`config.mk`:
```
export PLATFORM = sky130hd
export DESIGN_NAME = alarm_clock_ctrl
export DESIGN_NICKNAME = d
export VERILOG_FILES = /design/src/rtl/alarm_clock_pkg.sv /design/src/rtl/bcd_field_step.sv /design/src/rtl/alarm_clock_ctrl.sv
export SDC_FILE = /design/constraint.sdc
export NUM_CORES = 1
export LEC_CHECK = 0
export CAP_MARGIN = 40
export CORE_ASPECT_RATIO = 1.2
export CORE_UTILIZATION = 58
export CTS_BUF_LIST = sky130_fd_sc_hd__clkbuf_4 sky130_fd_sc_hd__clkbuf_8
export DETAILED_ROUTE_END_ITERATION = 10
export PLACE_DENSITY = 0.88
export SYNTH_ARGS = -nofsm -noshare
export SYNTH_HDL_FRONTEND = slang
export SYNTH_SLANG_ARGS = --single-unit
```
`constraint.sdc`:
```
create_clock -name clk -period 5.5 [get_ports clk]
set_input_delay 1.1 -clock clk [delete_from_list [all_inputs] [get_ports clk]]
set_output_delay 1.1 -clock clk [all_outputs]
set_load 0.02 [all_outputs]
```
`src/rtl/alarm_clock_pkg.sv`:
```
`default_nettype none
// ============================================================================
//  Module   : alarm_clock_pkg
//  Purpose  : Shared states, time-word field layout and output codes for the
//             alarm clock mode controller.
//  Revision : 1.0 - initial release
// ============================================================================
package alarm_clock_pkg;

    typedef enum logic [2:0] {
        ST_CLOCK        = 3'd0,
        ST_ADJ_TIME_HR  = 3'd1,
        ST_ADJ_TIME_MIN = 3'd2,
        ST_ADJ_ALM_HR   = 3'd3,
        ST_ADJ_ALM_MIN  = 3'd4,
        ST_ALARM        = 3'd5
    } state_t;

    localparam int SEC_LSB = 0;
    localparam int MIN_LSB = 8;
    localparam int HR_LSB  = 16;
    localparam int HR_W    = 6;

    localparam int HR_MAX  = 23;
    localparam int MIN_MAX = 59;

    localparam logic [1:0] EN_NONE = 2'b00;
    localparam logic [1:0] EN_MIN  = 2'b01;
    localparam logic [1:0] EN_HR   = 2'b10;

    function automatic logic clk_en_of(input state_t s);
        return (s == ST_CLOCK) || (s == ST_ALARM);
    endfunction

    function automatic logic [1:0] en_time_of(input state_t s);
        case (s)
            ST_ADJ_TIME_HR, ST_ADJ_ALM_HR:   return EN_HR;
            ST_ADJ_TIME_MIN, ST_ADJ_ALM_MIN: return EN_MIN;
            default:                         return EN_NONE;
        endcase
    endfunction

    // Adjust ring: TIME_HR -> TIME_MIN -> ALM_HR -> ALM_MIN -> TIME_HR
    function automatic state_t adj_next(input state_t s);
        case (s)
            ST_ADJ_TIME_HR:  return ST_ADJ_TIME_MIN;
            ST_ADJ_TIME_MIN: return ST_ADJ_ALM_HR;
            ST_ADJ_ALM_HR:   return ST_ADJ_ALM_MIN;
            default:         return ST_ADJ_TIME_HR;
        endcase
    endfunction

    function automatic state_t adj_prev(input state_t s);
        case (s)
            ST_ADJ_TIME_HR:  return ST_ADJ_ALM_MIN;
            ST_ADJ_TIME_MIN: return ST_ADJ_TIME_HR;
            ST_ADJ_ALM_HR:   return ST_ADJ_TIME_MIN;
            default:         return ST_ADJ_ALM_HR;
        endcase
    endfunction

endpackage
`default_nettype wire

```
`src/rtl/bcd_field_step.sv`:
```
`default_nettype none
// ============================================================================
//  Module   : bcd_field_step
//  Purpose  : One-step increment/decrement of a two-digit BCD field that wraps
//             between 00 and MAX.
//  Revision : 1.0 - initial release
// ============================================================================
module bcd_field_step #(
    parameter int MAX = 59
) (
    input  logic [7:0] value,
    input  logic       dec,
    output logic [7:0] next_value
);

    localparam logic [3:0] MAX_TENS  = 4'(MAX / 10);
    localparam logic [3:0] MAX_UNITS = 4'(MAX % 10);

    logic [3:0] w_tens;
    logic [3:0] w_units;

    assign w_tens  = value[7:4];
    assign w_units = value[3:0];

    always_comb begin
        next_value = value;
        if (dec) begin
            if (value == 8'h00)
                next_value = {MAX_TENS, MAX_UNITS};
            else if (w_units == 4'd0)
                next_value = {w_tens - 4'd1, 4'd9};
            else
                next_value = {w_tens, w_units - 4'd1};
        end else begin
            if (value == {MAX_TENS, MAX_UNITS})
                next_value = 8'h00;
            else if (w_units == 4'd9)
                next_value = {w_tens + 4'd1, 4'd0};
            else
                next_value = {w_tens, w_units + 4'd1};
        end
    end

endmodule
`default_nettype wire

```
`src/rtl/alarm_clock_ctrl.sv`:
```
`default_nettype none
// ============================================================================
//  Module   : alarm_clock_ctrl
//  Purpose  : Mode controller and alarm scheduler for the digital alarm clock.
//  Revision : 1.0 - initial release
// ============================================================================
module alarm_clock_ctrl #(
    parameter int ALARM_TIMEOUT = 60,
    parameter int TIME_W        = 22
) (
    input  logic              clk,
    input  logic              reset,
    input  logic              tick_1hz,
    input  logic              btn_c,
    input  logic              btn_u,
    input  logic              btn_d,
    input  logic              btn_l,
    input  logic              btn_r,
    input  logic [TIME_W-1:0] time_count,
    output logic              clk_en,
    output logic              load,
    output logic [TIME_W-1:0] load_value,
    output logic [1:0]        en_time,
    output logic [TIME_W-1:0] alarm_value,
    output logic              alarm_armed,
    output logic              buzz,
    output logic [2:0]        mode
);

    import alarm_clock_pkg::*;

    localparam int CNT_W = $clog2(ALARM_TIMEOUT + 1);

    state_t           r_state;
    state_t           w_next_state;
    logic [13:0]      r_edit_hm;
    logic [13:0]      r_alarm_hm;
    logic [CNT_W-1:0] r_count;
    logic [CNT_W-1:0] w_count_inc;
    logic             r_match_q;

    logic w_c, w_l, w_r, w_u, w_d, w_any_btn, w_step;
    logic w_match, w_trigger, w_timeout;
    logic w_alm_sel, w_hr_sel;

    logic [13:0] w_src_hm;
    logic [13:0] w_stepped_hm;
    logic [7:0]  w_hr_next;
    logic [7:0]  w_min_next;
    logic [5:0]  w_hr_field;

    // Fixed priority c > l > r > u > d: only the winning pulse survives.
    assign w_c       = btn_c;
    assign w_l       = btn_l & ~btn_c;
    assign w_r       = btn_r & ~btn_c & ~btn_l;
    assign w_u       = btn_u & ~btn_c & ~btn_l & ~btn_r;
    assign w_d       = btn_d & ~btn_c & ~btn_l & ~btn_r & ~btn_u;
    assign w_any_btn = btn_c | btn_l | btn_r | btn_u | btn_d;
    assign w_step    = w_u | w_d;

    // Raw match is tracked in every state so returning to CLOCK mid-match never re-fires.
    assign w_match   = alarm_armed
                     && (time_count[HR_LSB+HR_W-1:MIN_LSB] == r_alarm_hm)
                     && (time_count[MIN_LSB-1:SEC_LSB] == 8'h00);
    assign w_trigger = (r_state == ST_CLOCK) && w_match && !r_match_q;

    assign w_count_inc = r_count + CNT_W'(1);
    assign w_timeout   = tick_1hz && (w_count_inc == CNT_W'(ALARM_TIMEOUT));

    assign w_alm_sel = (r_state == ST_ADJ_ALM_HR) || (r_state == ST_ADJ_ALM_MIN);
    assign w_hr_sel  = (r_state == ST_ADJ_TIME_HR) || (r_state == ST_ADJ_ALM_HR);
    assign w_src_hm  = w_alm_sel ? r_alarm_hm : r_edit_hm;

    bcd_field_step #(.MAX(HR_MAX)) u_hr_step (
        .value      ({2'b00, w_src_hm[13:8]}),
        .dec        (w_d),
        .next_value (w_hr_next)
    );

    bcd_field_step #(.MAX(MIN_MAX)) u_min_step (
        .value      (w_src_hm[7:0]),
        .dec        (w_d),
        .next_value (w_min_next)
    );

    // Hour tens never exceed 2; out-of-range upper bits collapse the field to 00.
    assign w_hr_field   = (w_hr_next[7:6] != 2'b00) ? 6'h00 : w_hr_next[5:0];
    assign w_stepped_hm = w_hr_sel ? {w_hr_field, w_src_hm[7:0]}
                                   : {w_src_hm[13:8], w_min_next};

    assign alarm_value = TIME_W'({r_alarm_hm, 8'h00});

    always_comb begin
        w_next_state = r_state;
        case (r_state)
            ST_CLOCK: begin
                if (w_trigger)
                    w_next_state = ST_ALARM;
                else if (w_c)
                    w_next_state = ST_ADJ_TIME_HR;
            end
            ST_ALARM: begin
                if (w_any_btn || w_timeout)
                    w_next_state = ST_CLOCK;
            end
            ST_ADJ_TIME_HR, ST_ADJ_TIME_MIN, ST_ADJ_ALM_HR, ST_ADJ_ALM_MIN: begin
                if (w_c)
                    w_next_state = ST_CLOCK;
                else if (w_l)
                    w_next_state = adj_prev(r_state);
                else if (w_r)
                    w_next_state = adj_next(r_state);
            end
            default: w_next_state = ST_CLOCK;
        endcase
    end

    always_ff @(posedge clk) begin
        if (reset) begin
            r_state     <= ST_CLOCK;
            mode        <= ST_CLOCK;
            clk_en      <= 1'b0;
            en_time     <= EN_NONE;
            load        <= 1'b0;
            load_value  <= '0;
            r_edit_hm   <= '0;
            r_alarm_hm  <= '0;
            alarm_armed <= 1'b0;
            buzz        <= 1'b0;
            r_match_q   <= 1'b0;
            r_count     <= '0;
        end else begin
            r_state   <= w_next_state;
            mode      <= w_next_state;
            clk_en    <= clk_en_of(w_next_state);
            en_time   <= en_time_of(w_next_state);
            r_match_q <= w_match;
            load      <= 1'b0;

            case (r_state)
                ST_CLOCK: begin
                    if (w_trigger) begin
                        buzz    <= 1'b1;
                        r_count <= '0;
                    end else if (w_c) begin
                        r_edit_hm <= time_count[HR_LSB+HR_W-1:MIN_LSB];
                    end else if (w_u) begin
                        alarm_armed <= ~alarm_armed;
                    end
                end
                ST_ALARM: begin
                    if (w_any_btn || w_timeout)
                        buzz <= 1'b0;
                    if (tick_1hz)
                        r_count <= w_count_inc;
                end
                default: begin
                    if (!w_c && !w_l && !w_r && w_step) begin
                        if (w_alm_sel) begin
                            r_alarm_hm <= w_stepped_hm;
                        end else begin
                            r_edit_hm  <= w_stepped_hm;
                            load       <= 1'b1;
                            load_value <= TIME_W'({w_stepped_hm, 8'h00});
                        end
                    end
                end
            endcase
        end
    end

endmodule
`default_nettype wire

```
# Yosys cells after proc, flatten, opt, wreduce, memory -nomap -nowiden
# Cells that the tools add are included.
# word_totals
ff_bits,58
latch_bits,0
mem_bits_rw,0
romBits,0
memories,0
# op_classes
add_sub_neg,9
multipliers,0
div_mod_pow,0
n_lt_le_gt_ge,0
eq_ne,22
shifts,0
n_mux,35
n_bitwise,25
n_reduce_logical,37
# op_table
operator,count
two-way mux 14 bit,6
two-way mux 8 bit,10
one-hot mux 14 bit (2 select lines),1
one-hot mux 3 bit (3 select lines),3
zero test 8 bit,3
two-way mux 3 bit,6
two-way mux 6 bit,3
== test 14 bit,1
adder 4 x 1 -> 4 bit (second input constant),3
== test 3 x 2 -> 1 bit (second input constant),4
== test 3 bit (second input constant),4
== test 6 bit (second input constant),2
one-hot mux 6 bit (2 select lines),1
AND reduction 3 bit,4
subtractor 4 x 1 -> 4 bit (second input constant),3
bitwise AND 1 bit,10
inequality test 2 bit (second input constant),5
inverter 1 bit,10
== test 4 bit (second input constant),2
== test 8 x 7 -> 1 bit (second input constant),1
logical AND 1 bit,8
zero test 4 bit,2
OR reduction 4 bit,2
adder 6 x 1 -> 6 bit (second input constant),1
15 further kinds,33

# Depth between registers and ports, before layout
# Gate-level depths: netlist (run 1).
# logic_depth
word_depth,13
ltp_mapped,14
mapped_depth_nobuf,12

# Cells and area by module
# Synthesis (run 1) repeated with hierarchy kept, for this count alone.
# unflattened
cells_unflattened,537
area_unflattened_um2,4341.7
# modules_own_cells
mod,n_inst,cells_per_inst,area_each_um2,seq_area_each_um2
alarm_clock_ctrl,1,402,3326.9,1161.1
bcd_field_step at u_hr_step,1,64,515.5,0.0
bcd_field_step at u_min_step,1,71,499.2,0.0

# Least setup slack after synthesis (run 1)
# OpenSTA, ideal clock, no wires.
# synth_timing
kind,reg-to-reg
startpoint,register r_state[0]
endpoint,register load_value[19]
arrival_time_ns,2.821
required_ns,5.414
path_slack_ns,2.593
path_stages_with_launch,12
path_buffers,2
path_cell_list,dfxtp_1 > buf_6 > nor3b_2 > nor2_2 > mux2i_1 > ha_1 > clkbuf_1 > nor3_1 > a2111o_1 > a221oi_2 > a21oi_1 > a211oi_1
# synth_via
elab_chain_len,10
elab_cells_between_ends,28
cone_classes,add/sub (4); eq/ne (6); mux (8); bitwise (2); reduce/logical (8)
# synth_rtl
item,line_no,rtl
start: declaration,alarm_clock_ctrl.sv:34,state_t r_state;
start signal: assignment,alarm_clock_ctrl.sv:133,r_state <= w_next_state;
== test 3 x 2 -> 1 bit / == test 3 bit (equally long branches),"alarm_clock_ctrl.sv:70, alarm_clock_ctrl.sv:71",
logical OR 1 bit,alarm_clock_ctrl.sv:70,assign w_alm_sel = (r_state == ST_ADJ_ALM_HR) || (r_state == ST_ADJ_ALM_MIN);
two-way mux 14 bit,alarm_clock_ctrl.sv:72,assign w_src_hm = w_alm_sel ? r_alarm_hm : r_edit_hm;
adder 2 x 1 -> 3 bit (tied with other cells),bcd_field_step.sv:38,"next_value = {w_tens + 4'd1, 4'd0};"
two-way mux 8 bit (on tied branches),"bcd_field_step.sv:37, bcd_field_step.sv:30",
two-way mux 8 bit (on tied branches),"bcd_field_step.sv:35, bcd_field_step.sv:28",
two-way mux 8 bit,bcd_field_step.sv:27,if (dec) begin
nonzero test 2 bit,alarm_clock_ctrl.sv:87,assign w_hr_field = (w_hr_next[7:6] != 2'b00) ? 6'h00 : w_hr_next[5:0];
two-way mux 6 bit,alarm_clock_ctrl.sv:87,
two-way mux 14 bit,alarm_clock_ctrl.sv:88,"assign w_stepped_hm = w_hr_sel ? {w_hr_field, w_src_hm[7:0]}"
end signal: assignment,alarm_clock_ctrl.sv:164,"load_value <= TIME_W'({w_stepped_hm, 8'h00});"
end: declaration,alarm_clock_ctrl.sv:22,"output logic [TIME_W-1:0] load_value,"
# Several ways; a longest one is shown, not always the timed one.
# A chain may end at the register's enable or synchronous reset.

# Worst setup path after layout (run 1)
# layout_timing
startpoint,register r_state[1]
endpoint,register r_edit_hm[9]
# layout_via
elab_chain_len,13
elab_cells_between_ends,35
cone_classes,add/sub (4); eq/ne (9); mux (11); bitwise (1); reduce/logical (10)
# layout_rtl
item,line_no,rtl
== test 3 x 2 -> 1 bit / == test 3 bit (equally long branches),"alarm_clock_ctrl.sv:70, alarm_clock_ctrl.sv:71",
logical OR 1 bit,alarm_clock_ctrl.sv:70,
two-way mux 14 bit,alarm_clock_ctrl.sv:72,
adder 2 x 1 -> 3 bit (tied with other cells),bcd_field_step.sv:38,
two-way mux 8 bit (on tied branches),"bcd_field_step.sv:37, bcd_field_step.sv:30",
two-way mux 8 bit (on tied branches),"bcd_field_step.sv:35, bcd_field_step.sv:28",
two-way mux 8 bit,bcd_field_step.sv:27,
nonzero test 2 bit,alarm_clock_ctrl.sv:87,
two-way mux 6 bit,alarm_clock_ctrl.sv:87,
two-way mux 14 bit,alarm_clock_ctrl.sv:88,
two-way mux 14 bit,alarm_clock_ctrl.sv:159,if (w_alm_sel) begin
two-way mux 14 bit,alarm_clock_ctrl.sv:158,if (!w_c && !w_l && !w_r && w_step) begin
one-hot mux 14 bit (2 select lines),alarm_clock_ctrl.sv:140,case (r_state)
end signal: assignment,alarm_clock_ctrl.sv:146,r_edit_hm <= time_count[HR_LSB+HR_W-1:MIN_LSB];
end signal: assignment,alarm_clock_ctrl.sv:162,r_edit_hm <= w_stepped_hm;
end: declaration,alarm_clock_ctrl.sv:36,logic [13:0] r_edit_hm;
# Several ways; a longest one is shown, not always the timed one. The select of a mux whose other input is x is not followed.

==> results of run 1 <==
-- stage by stage --
step | setup WS, ns | power [µW] | hold WS, ns
final | 1.68 | 1060 | 0.460
after floorplan | 2.59 | 645 | 0.437
after global routing | 1.38 | 1100 | 0.490
after detailed placement | 1.55 | 722 | 0.455
after global placement | 1.65 | 719 | 0.448
after CTS | 1.79 | 1050 | 0.465
-- final cells by class --
type / count / share of cell area [%]
Timing Repair Buffer: 74 / 14.5
Clock buffer: 9 / 2.50
Tap cell: 87 / 2.19
Sequential cell: 58 / 23.4
Clock inverter: 6 / 0.706
Multi-Input combinational cell: 436 / 55.9
Inverter: 10 / 0.757
-- path summary, 6_finish.rpt --
kind / start / endpoint / slack [ns] / cells after the start
setup / recovery: r_state[1] / r_edit_hm[9] / 1.68 / 10
hold / removal: load_value[20] / load_value[20] / 0.46 / 2
setup reg to reg: r_state[1] / r_edit_hm[9] / 1.68 / 10
hold reg to reg: load_value[20] / load_value[20] / 0.46 / 2
-- flip-flops by register name, summed over array words and instances, names as in the netlist --
signal / count
load_value: 14
r_alarm_hm: 14
r_edit_hm: 14
r_count: 6
r_state: 3
en_time: 2
alarm_armed: 1
buzz: 1
clk_en: 1
load: 1
r_match_q: 1
-- kinds of logic (layout without fill, tap and decap cells) --
| kind of cell | after synthesis | count (layout) | synth area share [%] |
|---|---|---|---|
| xor+xnor | 20 | 20 | 4.18 |
| buf+inv | 60 | 99 | 7.53 |
| fa+ha+maj | 14 | 14 | 4.18 |
| flops | 58 | 58 | 27.7 |
| other cells | 1 | 16 | 0.0895 |
| mux | 14 | 14 | 3.38 |
| simple gates | 221 | 221 | 28.4 |
| compound gates | 151 | 151 | 24.5 |
-- power by group through the flow --
stage          registers, µW  logic (µW)  clock network [µW]
6_report                 452         270                 341
4_1_cts                  451         263                 339
3_3_place_gp             460         259                   0
5_1_grt                  453         291                 357
2_1_floorplan            459         186                   0
3_5_place_dp             460         262                   0
-- cell usage in the layout (no fill, tap or decap), drive strengths merged, types with 10 or more instances in the layout --
master         Yosys  routed
ha                14      14
clkdlybuf4s50      0      65
o21ai             31      31
or2               10      10
nand2             37      37
nor4              10      10
dfxtp             58      58
nor2              66      66
mux2i             13      13
nor3              24      24
xor2              15      15
a211oi            25      25
nand2b            12      12
a21oi             38      38
conb               1      16
inv               10      10
-- layer usage --
layer / share of wire, % / up-vias / GRT usage, %
met3: 10 / 68 / 7.56
met1: 38 / 2003 / 44.5
met5: 0 / - / 0
met2: 46 / 327 / 58.2
li1: - / 2040 / -
met4: 6.5 / 0 / 24.8
-- worst min-delay path: cells and delay by family, from the launching register on --
family / cells / cell delay [ns]
simple gates: 1 / 0.05
flops: 1 / 0.31
compound gates: 1 / 0.06
==> flow_metrics.env, run 1 <==
export IMPL_timing_fmax_mhz=262
export IMPL_critPathMaxStageDelay_ns=0.66
export IMPL_seqCellArea_mm2=0.00116
export IMPL_drive_above_1_share_pct=8.77
export IMPL_fin_crit_ns=3.82
export IMPL_worstPathCellList="nor3b_2 -> buf_4 -> nor2_2 -> mux2i_1 -> ha_1 -> o2111ai_1 -> mux2i_1 -> a211oi_1 -> a211oi_1 -> o41ai_1"
export IMPL_switching_share_pct=34.5
export IMPL_clock_skew_ns=0.00869
export IMPL_multi_input_area_mm2=0.00277
export IMPL_clock_sink_count=58
export IMPL_cellPowerDensity_mw_per_mm2=214
export IMPL_tritoncts="done"
export IMPL_finalNonFillerCells=680
export IMPL_relSlewSlack_pct=49.7
export IMPL_via_count=4438
export IMPL_grt_usage_pct=36.7
export IMPL_post_cts_resized=0
export IMPL_status="complete, no violations"
export IMPL_p_sw_uw=367
export IMPL_worst_path_max_delay_cell="mux2i_1"
export IMPL_ys_types=69
export IMPL_tns_ns=0
export IMPL_netlist_area_mm2=0.00419
export IMPL_synth_top_cell_area_share_pct=27.7
export IMPL_clockBufferDepth=2
export IMPL_cts_buffers=9
export IMPL_wl_per_cell_um=19.5
export IMPL_dp_hpwl_um=9670
export IMPL_dp_cells=665
export IMPL_crit_buf_inv=1
export IMPL_die_h_um=95.1
export IMPL_htreeDepth=3
export IMPL_yosysMostFrequentCell="nor2_1"
export IMPL_io_pin_count=83
export IMPL_p_int_uw=697
export IMPL_hold_viol_final=0
export IMPL_grt_pass1_vias=4075
export IMPL_core_mm2=0.00690
export IMPL_start_util_pct=60.8
export IMPL_gp_congestion=1.05
export IMPL_ys_warn_count=0
export IMPL_hp_class="flop to flop"
export IMPL_viasPerCell=6.53
export IMPL_grt_max_degree=59
export IMPL_placed_cell_area_mm2=0.00480
export IMPL_yosys_area_top_type="dfxtp_1"
export IMPL_syn_inst=539
export IMPL_synth_edff_count=0
export IMPL_num_rows=33
export IMPL_drtIter0Drc=479
export IMPL_diodes=0
export IMPL_finalCritPeriodShare_pct=69.5
export IMPL_dieArea_mm2=0.00757
export IMPL_arrival_ns=4.08
export IMPL_nets=633
export IMPL_antenna_found_initial=0
export IMPL_antenna_left=0
export IMPL_worstSetupEndpointType="flop"
export IMPL_insertion_delay_ns=0.36
export IMPL_utilization_pct=71.9
export IMPL_clockRootBuffer="clkbuf_8"
export IMPL_postCtsSetupRepairBufs=0
export IMPL_fin_area_mm2=0.00496
export IMPL_port_buffer_count=66
export IMPL_cp_required_ns=5.76
export IMPL_synth_common_cells="nor2_1 (65), dfxtp_1 (58), a21oi_1 (37), nand2_1 (36), o21ai_0 (28)"
export IMPL_area_delta_synth_final_pct=18.4
export IMPL_vdd_ir_drop_max_v=0.000137
export IMPL_worstPathMaxFanout=16
export IMPL_drv_cap=0
export IMPL_startpoint_type="flop"
export IMPL_dr_pass1_iters=6
export IMPL_postCtsHoldBufs=0
export IMPL_setup_violations=0
export IMPL_rsz0062_at_grt="no"
export IMPL_p_leak_uw=0.00182
export IMPL_wl_um=13200
export IMPL_max_slew_worst_pin_slew_ns=0.754
export IMPL_clk_pin_slew_ns=0.07
export IMPL_finalMaxSlewViolations=0
export IMPL_grt_overflow_total=0
export IMPL_n_fill_cell=538
export IMPL_synthTopCellsByArea="dfxtp_1 (28%), nor2_1 (5.8%), a211oi_1 (4.5%)"
export IMPL_pwr_share_comb_pct=25.4
export IMPL_path_class="flop to flop"
export IMPL_synth_area_per_cell_um2=7.77
export IMPL_path_delay_family="compound AO/OA/AOI/OAI gates"
export IMPL_synth_seq_cells=58
export IMPL_async_flop_share_pct=0
export IMPL_ys_flop_type="dfxtp_1"
export IMPL_ys_seq_area_share_pct=27.7
export IMPL_drc=0
export IMPL_p_seq_share_pct=42.5
export IMPL_die_w_um=79.6
export IMPL_grt_pass1_wl_um=21000
export IMPL_clkPwrFrac_pct=32.1
No activity file was read; power rests on OpenSTA's default activity.
==> inputs of run 2 (changes only) <==
--- a/config.mk
+++ b/config.mk
@@ -7,10 +7,10 @@
 export LEC_CHECK = 0
 export CAP_MARGIN = 40
 export CORE_ASPECT_RATIO = 1.2
-export CORE_UTILIZATION = 58
+export CORE_UTILIZATION = 54
 export CTS_BUF_LIST = sky130_fd_sc_hd__clkbuf_4 sky130_fd_sc_hd__clkbuf_8
 export DETAILED_ROUTE_END_ITERATION = 10
-export PLACE_DENSITY = 0.88
+export PLACE_DENSITY = 0.83
 export SYNTH_ARGS = -nofsm -noshare
 export SYNTH_HDL_FRONTEND = slang
 export SYNTH_SLANG_ARGS = --single-unit
==> constraint.sdc (replaced) <==
create_clock -name clk -period 3.72 [get_ports clk]
set_input_delay 0.744 -clock clk [delete_from_list [all_inputs] [get_ports clk]]
set_output_delay 0.744 -clock clk [all_outputs]
set_load 0.02 [all_outputs]
==> flow_metrics.env, run 2 (synthesis results as in run 1) <==
export IMPL_status="complete, no violations"
export IMPL_gp_congestion=0.965
export IMPL_insertion_delay_ns=0.34
export IMPL_power_uw=1680
export IMPL_hold_depth=2
export IMPL_htreeDepth=3
export IMPL_finalCritPeriodShare_pct=92.2
export IMPL_utilization_pct=69.2
export IMPL_drc=0
export IMPL_num_rows=34
export IMPL_clk_pin_slew_ns=0.07
export IMPL_drv_cap=0
export IMPL_critPathMaxStageDelay_ns=0.48
export IMPL_start_util_pct=56.9
export IMPL_timing_reg2reg_setup_slack_ns=0.29
export IMPL_dp_slack_ns=0.301
export IMPL_worstPathCellList="and3b_4 -> nor2_2 -> mux2_2 -> inv_1 -> ha_1 -> o2111ai_1 -> mux2i_1 -> a211oi_1 -> a21oi_1 -> a211oi_1"
export IMPL_relSlewSlack_pct=50.1
export IMPL_crit_top_cell="a211oi_1"
export IMPL_grt_usage_pct=34.5
export IMPL_worstPathMaxFanout=16
export IMPL_cp_required_ns=3.96
export IMPL_clockBufferDepth=2
export IMPL_grt_pass1_vias=4349
export IMPL_postCtsHoldBufs=0
export IMPL_arrival_ns=3.67
export IMPL_worstHoldStart="load_value[14]"
export IMPL_hold_path_endpoint="load_value[14]"
export IMPL_n_fill_cell=643
export IMPL_setup_violations=0
export IMPL_clockRootBuffer="clkbuf_8"
export IMPL_worstSetupEndpointType="flop"
export IMPL_drive_above_1_share_pct=10.6
export IMPL_io_pin_count=83
export IMPL_die_w_um=82.4
export IMPL_wl_per_cell_um=19.2
export IMPL_finalMaxSlewViolations=0
export IMPL_r2r_end="r_alarm_hm[9]"
export IMPL_die_h_um=98.5
export IMPL_cts_buffers=9
export IMPL_postCtsSetupRepairBufs=0
export IMPL_post_cts_resized=0
export IMPL_dieArea_mm2=0.00811
export IMPL_clock_sink_count=58
export IMPL_core_mm2=0.00736
export IMPL_area_delta_synth_final_pct=21.5
export IMPL_path_class="flop to flop"
export IMPL_dp_hpwl_um=9890
export IMPL_fin_crit_ns=3.43
export IMPL_tritoncts="done"
export IMPL_grt_max_degree=37
export IMPL_worst_path_max_delay_cell="dfxtp_1"
export IMPL_cellPowerDensity_mw_per_mm2=330
export IMPL_grt_pass1_wl_um=21300
export IMPL_rsz0062_at_grt="no"
export IMPL_viasPerCell=6.38
export IMPL_vdd_ir_drop_max_v=0.000390
export IMPL_r2r_cells=10
export IMPL_port_buffer_count=66
export IMPL_clock_skew_ns=0.00623
export IMPL_hp_class="flop to flop"
export IMPL_reg_top3="load_value x14, r_alarm_hm x14, r_edit_hm x14"
export IMPL_drtIter0Drc=440
export IMPL_nets=644
export IMPL_antenna_found_initial=0
export IMPL_p_leak_uw=0.00188
export IMPL_wl_um=13300
export IMPL_startpoint_type="flop"
export IMPL_timing_rr_start="r_state[1]"
export IMPL_via_count=4435
export IMPL_tns_ns=0
export IMPL_diodes=0
export IMPL_max_slew_worst_pin_slew_ns=0.748
export IMPL_hold_viol_final=0
export IMPL_dr_pass1_iters=5
export IMPL_fin_ws_ns=0.291
export IMPL_grt_overflow_total=0
export IMPL_layout_common_cells="nor2_1 (65), clkdlybuf4s50_1 (65), dfxtp_1 (58)"
export IMPL_timing_fmax_mhz=292
export IMPL_antenna_left=0
-- run 2: worst max-delay path by stage --
| stage | slack (ns) | start | endpoint | cells past startpoint |
|---|---|---|---|---|
| 6_report | 0.29 | r_state[1] | r_alarm_hm[9] | 10 |
| 5_1_grt | 0.07 | r_state[1] | r_alarm_hm[9] | 10 |
| 4_1_cts | 0.36 | r_state[1] | load_value[19] | 9 |
| 3_5_place_dp | 0.30 | time_count[3] | r_edit_hm[7] | 9 |
| 3_3_place_gp | 0.30 | btn_c | load_value[15] | 9 |
| 2_1_floorplan | 0.81 | r_state[0] | load_value[19] | 11 |
-- run 2: area by class of cell --
type | instances | area, µm² | area share (%)
flip-flops and latches | 58 | 1160 | 22.8
repair buffers | 85 | 798 | 15.7
inverters | 10 | 37.5 | 0.737
clock buffers | 12 | 159 | 3.12
clock inverters | 4 | 50.0 | 0.983
well taps | 90 | 113 | 2.21
multi-input cells | 436 | 2770 | 54.5
-- run 2: stage by stage --
stage / area (µm²) / instances / hold slack (ns)
after global placement: 4870 / 678 / 0.446
after floorplan: 4250 / 554 / 0.437
final: 5090 / 695 / 0.466
after CTS: 5090 / 695 / 0.465
after detailed placement: 4880 / 679 / 0.454
after global routing: 5090 / 695 / 0.492
-- run 2: report_power, final --
part           internal (µW)  switching (µW)  total, µW
registers                642            26.7        669
clock network            352             248        600
logic                    165             245        410
-- run 2: routing by layer --
| metal | wire length [µm] | track usage (%) |
|---|---|---|
| met4 | 687 | 20.8 |
| met1 | 5110 | 40.4 |
| met2 | 6620 | 57.5 |
| met5 | 0 | 0 |
| met3 | 917 | 5.83 |
-- run 2: critical path: cells and delay by family, from the launching register on --
kind / cells / cell delay [ns]
adders and majority gates: 1 / 0.35
buffers and inverters: 1 / 0.12
and+or+nand+nor: 2 / 0.72
muxes: 2 / 0.62
DFF: 1 / 0.48
AOI/OAI and AO/OA: 4 / 1.03
